==> src/rtl/log_operand_encoder.sv <==
// Two-stage Mitchell log encoder. S1 registers the operand pair and S2 registers its
// characteristic/fraction encoding. A valid/ready skid keeps one pair per cycle.
module log_enc_lane #(
  parameter int WIDTH  = 8,
  parameter int CHAR_W = $clog2(WIDTH),
  parameter int FRAC_W = WIDTH-1
) (
  input  logic [WIDTH-1:0]  x,
  output logic [CHAR_W-1:0] chr,
  output logic [FRAC_W-1:0] frac,
  output logic              zero
);
  logic [WIDTH-1:0] sh;

  always_comb begin
    chr = '0;
    for (int i = 0; i < WIDTH; i++)
      if (x[i]) chr = CHAR_W'(i);
    // Shift the leading one up to bit FRAC_W. Only the bits below it are kept.
    sh   = x << (FRAC_W - int'(chr));
    frac = sh[FRAC_W-1:0];
    zero = (x == '0);
  end
endmodule

module log_operand_encoder #(
  parameter int WIDTH  = 8,
  parameter int CHAR_W = $clog2(WIDTH),
  parameter int FRAC_W = WIDTH-1
) (
  input  logic              clk,
  input  logic              rst,
  input  logic              in_valid,
  output logic              in_ready,
  input  logic [WIDTH-1:0]  a,
  input  logic [WIDTH-1:0]  b,
  output logic              out_valid,
  input  logic              out_ready,
  output logic [CHAR_W-1:0] a_char,
  output logic [FRAC_W-1:0] a_frac,
  output logic              a_zero,
  output logic [CHAR_W-1:0] b_char,
  output logic [FRAC_W-1:0] b_frac,
  output logic              b_zero
);
  localparam int NUM_LANES = 2;

  logic                                s1_valid_q, s1_valid_d;
  logic [NUM_LANES-1:0][WIDTH-1:0]     s1_op_q, s1_op_d;
  logic                                s2_valid_q, s2_valid_d;
  logic [NUM_LANES-1:0][CHAR_W-1:0]    s2_char_q, s2_char_d, enc_char;
  logic [NUM_LANES-1:0][FRAC_W-1:0]    s2_frac_q, s2_frac_d, enc_frac;
  logic [NUM_LANES-1:0]                s2_zero_q, s2_zero_d, enc_zero;
  logic                                s2_adv, in_xfer;

  // Lane 0 is operand A and lane 1 is operand B.
  for (genvar l = 0; l < NUM_LANES; l++) begin : g_lane
    log_enc_lane #(.WIDTH(WIDTH), .CHAR_W(CHAR_W), .FRAC_W(FRAC_W)) u_enc (
      .x(s1_op_q[l]), .chr(enc_char[l]), .frac(enc_frac[l]), .zero(enc_zero[l])
    );
  end

  assign s2_adv   = s1_valid_q & (~s2_valid_q | out_ready);
  assign in_ready = ~s1_valid_q | s2_adv;
  assign in_xfer  = in_valid & in_ready;

  always_comb begin
    s1_valid_d = s1_valid_q;
    s1_op_d    = s1_op_q;
    s2_valid_d = s2_valid_q;
    s2_char_d  = s2_char_q;
    s2_frac_d  = s2_frac_q;
    s2_zero_d  = s2_zero_q;
    if (in_xfer) begin
      s1_valid_d = 1'b1;
      s1_op_d    = {b, a};
    end else if (s2_adv) begin
      s1_valid_d = 1'b0;
    end
    if (s2_adv) begin
      s2_valid_d = 1'b1;
      s2_char_d  = enc_char;
      s2_frac_d  = enc_frac;
      s2_zero_d  = enc_zero;
    end else if (out_ready) begin
      s2_valid_d = 1'b0;
    end
  end

  always_ff @(posedge clk) begin
    if (rst) begin
      s1_valid_q <= 1'b0;
      s1_op_q    <= '0;
      s2_valid_q <= 1'b0;
      s2_char_q  <= '0;
      s2_frac_q  <= '0;
      s2_zero_q  <= '0;
    end else begin
      s1_valid_q <= s1_valid_d;
      s1_op_q    <= s1_op_d;
      s2_valid_q <= s2_valid_d;
      s2_char_q  <= s2_char_d;
      s2_frac_q  <= s2_frac_d;
      s2_zero_q  <= s2_zero_d;
    end
  end

  assign out_valid = s2_valid_q;
  assign a_char    = s2_char_q[0];
  assign a_frac    = s2_frac_q[0];
  assign a_zero    = s2_zero_q[0];
  assign b_char    = s2_char_q[1];
  assign b_frac    = s2_frac_q[1];
  assign b_zero    = s2_zero_q[1];
endmodule

==> config.mk <==
export PLATFORM = sky130hd
export DESIGN_NAME = log_operand_encoder
export DESIGN_NICKNAME = d
export VERILOG_FILES = /design/src/rtl/log_operand_encoder.sv
export SDC_FILE = /design/constraint.sdc
export NUM_CORES = 1
export LEC_CHECK = 0
export ABC_AREA = 0
export CAP_MARGIN = 0
export CORE_UTILIZATION = 50
export DETAILED_ROUTE_END_ITERATION = 10
export GPL_ROUTABILITY_DRIVEN = 0
export PLACE_DENSITY = 0.79
export SYNTH_ARGS = -nofsm -noshare
export SYNTH_HDL_FRONTEND = slang
export SYNTH_SLANG_ARGS = --single-unit
==> constraint.sdc <==
create_clock -name clk -period 1.9 [get_ports clk]
set_clock_uncertainty 0.15 [all_clocks]
set_input_delay 0.57 -clock clk [delete_from_list [all_inputs] [get_ports clk]]
set_output_delay 0.57 -clock clk [all_outputs]
set_load 0.01 [all_outputs]
# Yosys cells after proc, flatten, opt, wreduce, memory -nomap -nowiden
# Cells that the tools add are included.
# totals
ff_bits,40
latch_bits,0
mem_bits_rw,0
rom_bits,0
input_bits,20
out_inout_bits,24
wordCells,41
mem_count,0
# classes
n_addsub,2
multipliers,0
n_div,0
magnitude_cmp,0
n_eq_ne,0
n_shift,2
mux,18
n_bitwise,6
reduce_logical,4
# ops
cell,n
$shl A8 B32 Y7,2
$mux W3,8
$logic_not A8 Y1,2
$mux W2,4
$sub A3 B3 Y4 const A,2
$mux W1,6
$reduce_bool A2 Y1,2
$and A1 B1 Y1,2
$not A1 Y1,2
$or A1 B1 Y1,2

# Logic depth before layout (Yosys ltp)
# depth
ltp_word,9
mapped_depth,6
ltp_nobuf,5

# Modules after synthesis
# From an unflattened synthesis, not the netlist that was laid out.
# hier_totals
cells_unflattened,289
hier_area_um2,2393.5
# modules_own_cells
mod,instances,cells_per_inst,area_each_um2,seq_area_each_um2
log_operand_encoder,1,179,1642.8,800.8
log_enc_lane,2,55,375.4,0.0

# Worst setup path before layout
# Ideal clock, no wire load.
# synth_path
path_type,input to register
from,input out_ready
to,register s1_op_q[15] (netlist bit)
setup_time_ns,0.070
arrival_time_ns,1.516
t_required_ns,1.680
path_slack_ns,0.164
stages,6
n_path_buf,1
path_cell_list,and2b_1 nand2_1 nand2_1 buf_2 nand2_1 a21oi_1
# synth_between
elab_chain_cells,4
# synth_rtl
item,line_no,rtl
"start, declared",38,"input logic out_ready,"
$or A1 B1 Y1,63,assign s2_adv = s1_valid_q & (~s2_valid_q | out_ready);
$and A1 B1 Y1,63,
$or A1 B1 Y1,64,assign in_ready = ~s1_valid_q | s2_adv;
net in_ready,34,"output logic in_ready,"
$and A1 B1 Y1,65,assign in_xfer = in_valid & in_ready;
"end signal, assigned",100,s1_op_q <= s1_op_d;
"end, declared",49,"logic [NUM_LANES-1:0][WIDTH-1:0] s1_op_q, s1_op_d;"
# The timed path passes the listed nets, and every way through them passes these cells.
# A chain may end at the register's enable or synchronous reset.

# Final worst setup path
# layout_path
from,register s2_frac_q (netlist bit a_frac[1])
to,output a_frac[1]
# layout_rtl
item,line_no,rtl
"start, declared",52,"logic [NUM_LANES-1:0][FRAC_W-1:0] s2_frac_q, s2_frac_d, enc_frac;"
"start signal, assigned",103,s2_frac_q <= s2_frac_d;
"end, declared",40,"output logic [FRAC_W-1:0] a_frac,"
# No word-level cell between the ends.

==> impl_metrics.env <==
export IMPL_drv_cap=0
export IMPL_avgSynthCellArea_um2=7.58
export IMPL_fin_util_pct=74.2
export IMPL_synth_top_cells_by_area="dfxtp_1 (39%), nand2_1 (9.9%), a21oi_1 (8.6%)"
export IMPL_post_dp_cell_area_um2=2670
export IMPL_synthFlopType="dfxtp_1"
export IMPL_hold_path_end="a_frac[6]$_SDFFE_PP0P_"
export IMPL_coreArea_um2=3800
export IMPL_worstMarginPinSlew_ps=454
export IMPL_ir_drop_mv=0.464
export IMPL_drv_slew=0
export IMPL_hp_start="a_frac[6]$_SDFFE_PP0P_"
export IMPL_required_ps=1180
export IMPL_dieArea_um2=4340
export IMPL_hold_buffers=0
export IMPL_path_clk_slew_ps=70
export IMPL_r2r_end="a_frac[5]$_SDFFE_PP0P_"
export IMPL_hold_class="flop to flop"
export IMPL_grt_pass1_vias=1860
export IMPL_viasPerCell=5.56
export IMPL_timing_final_crit_share_pct=97.6
export IMPL_seq_area_frac_synth_pct=39.3
export IMPL_synthDistinctLibCells=51
export IMPL_cts_root_buf="clkbuf_8"
export IMPL_hold_violations=0
export IMPL_multi_input_area_um2=1130
export IMPL_reg2reg_slack_ps=110
export IMPL_r2r_start="s1_op_q[4]$_SDFFE_PP0P_"
export IMPL_holdWs_ps=303
export IMPL_fin_crit_ps=1850
export IMPL_wire_per_inst_um=13.3
export IMPL_area_growth_pct=38.3
export IMPL_initial_core_util_pct=53.7
export IMPL_ant_nets=0
export IMPL_slowest_delay_ps=530
export IMPL_async_flop_share_pct=0
export IMPL_cts_tree="yes"
export IMPL_grt_max_degree=19
export IMPL_yosys_area_top_type="dfxtp_1"
export IMPL_worst_path_buf_inv=1
export IMPL_dp_hpwl_um=3640
export IMPL_worstRegToRegCells=5
export IMPL_synth_edf_count=0
export IMPL_startpoint_type="flop"
export IMPL_ys_seq_elements=40
export IMPL_insertion_delay_ps=280
export IMPL_slowest_stage="clkdlybuf4s50_1"
export IMPL_drt_total_wl_um=5020
export IMPL_drive_gt1_share_pct=14.6
export IMPL_nNetsFinal=348
export IMPL_endpoint_kind="output pin"
export IMPL_portBuffers=43
export IMPL_power_density_nw_per_um2=684
export IMPL_cts_sinks=40
export IMPL_cp_arrival_ps=1130
export IMPL_cts_buffer_depth=2
export IMPL_regArea_um2=801
export IMPL_grtUsageTotal_pct=25.0
export IMPL_finalWorstSetupSlack_ps=46.4
export IMPL_clock_fmax_ghz=0.539
export IMPL_die_width_um=65.9
export IMPL_path_class="flop to output pin"
export IMPL_vias=2097
export IMPL_antenna_cells=0
export IMPL_critical_path_max_fanout=2
export IMPL_grt_pass1_wl_um=8390
export IMPL_h_tree_depth=2
export IMPL_row_count=22
export IMPL_synth_warning_count=0
export IMPL_startpoint="a_frac[1]$_SDFFE_PP0P_"
export IMPL_cp_cell_sequence="clkdlybuf4s50_1"
export IMPL_netlist_area_leader_share_pct=39.3
export IMPL_netlist_area_um2=2040
export IMPL_fillers=307
export IMPL_cts_buffers=5
export IMPL_dr_pass1_iters=4
export IMPL_antenna_found_initial=0
export IMPL_ioPinCount=44
export IMPL_maxSlewHeadroom_pct=69.7
export IMPL_syn_nets=289
export IMPL_rsz0062_at_grt="false"
export IMPL_drt_iter0_drc=143
export IMPL_grt_remaining_overflow=0
export IMPL_dieHeight_um=65.9
export IMPL_cp_top_family="buffers and inverters"
export IMPL_drc_errors=0
export IMPL_pre_cts_slack_ps=-640
export IMPL_synthCells=269
export IMPL_status="completed"
export IMPL_p_leak_uw=0.00139
export IMPL_setup_viol=0
export IMPL_fin_area_um2=2820
export IMPL_hold_depth=2
==> layout make-up <==
| cell class | instances | area share (%) |
|---|---|---|
| multi-input combinational | 201 | 40.0 |
| inverter | 8 | 1.06 |
| sequential | 40 | 28.4 |
| clock buffer | 8 | 3.19 |
| timing repair buffer | 72 | 25.2 |
| tap | 48 | 2.13 |
==> metal layers <==
metal / vias to the layer above / global-route usage, % / wire length [um]
li1: 1065 / - / -
met1: 930 / 34.7 / 2300
met2: 93 / 37.9 / 2280
met3: 9 / 4.14 / 360
met4: 0 / 10.6 / 74
met5: - / 0 / 0
==> logic make-up (layout without fill, tap and decap cells) <==
family	after synthesis	after routing	synth area share (%)
mux	2	2	1.10
flops	40	40	39.3
compound gates	84	84	26.7
buf+inv	28	88	6.38
simple gates	115	115	26.6
==> state kept, by name, summed over array words and instances (netlist names) <==
| register | count |
|---|---|
| s2_zero_q | 2 |
| out_valid | 1 |
| s1_valid_q | 1 |
| b_char | 3 |
| a_frac | 7 |
| s1_op_q | 16 |
| b_frac | 7 |
| a_char | 3 |
==> cell usage in the layout, fill, tap and decap left out, drive strengths merged, types with 2 or more instances in the layout <==
cell and count:
nand4 2, mux2 2, o211ai 3, inv 8, a21o 3, clkbuf 9
buf 30, a21oi 37, o221ai 3, o22ai 2, nand2b 3, dlymetal6s2s 20
nor4 4, nor2 26, dlygate4sd2 2, nor3 3, and2b 2, a22oi 2
clkdlybuf4s50 19, and3 3, dfxtp 40, a21boi 2, a211oi 7, nor2b 7
nand3 5, nor3b 2, o311ai 2, nand2 54, o21ai 12
==> worst max-delay path by stage <==
stage	slack [ps]	to	cells after the start
after floorplan	160	s1_op_q[15]$_SDFFE_PP0P_	6
after global placement	-620	in_ready	4
after CTS	2	a_frac[4]	1
after global routing	0.9	a_frac[1]	1
final	50	a_frac[1]	1
after detailed placement	-640	in_ready	4
==> report_power, final <==
group          internal, uW  total (uW)  switching [uW]
Sequential              885         937            51.8
Combinational           210         418             208
Clock                   296         573             277
Total                  1390        1930             537
==> cells in the mapped netlist, types with 3 or more instances <==
cell type	instances
o21ai_0	7
buf_1	3
o21ai_1	5
dfxtp_1	40
nand3_1	5
clkbuf_1	6
nor2b_1	6
nor4_1	3
inv_1	7
and3_1	3
nand2b_1	3
a21oi_1	35
a211oi_1	6
o211ai_1	3
nand2_1	54
o221ai_1	3
buf_2	8
nor3_1	3
a21o_1	3
nor2_1	26
==> metrics by stage <==
step                cells  TNS [ps]  total power, uW
floorplan             269         0             1180
global placement      368    -11000             1360
detailed placement    368    -13310             1370
CTS                   377         0             1940
global route          377         0             2030
finish                377         0             1930
==> what timing repair did <==
action | CTS | global route
buffers inserted | 1 | 0
endpoints found under the setup margin | 25 | 23
gates resized for setup | 11 | 22
Note: power is estimated with default switching activity, not from simulation.
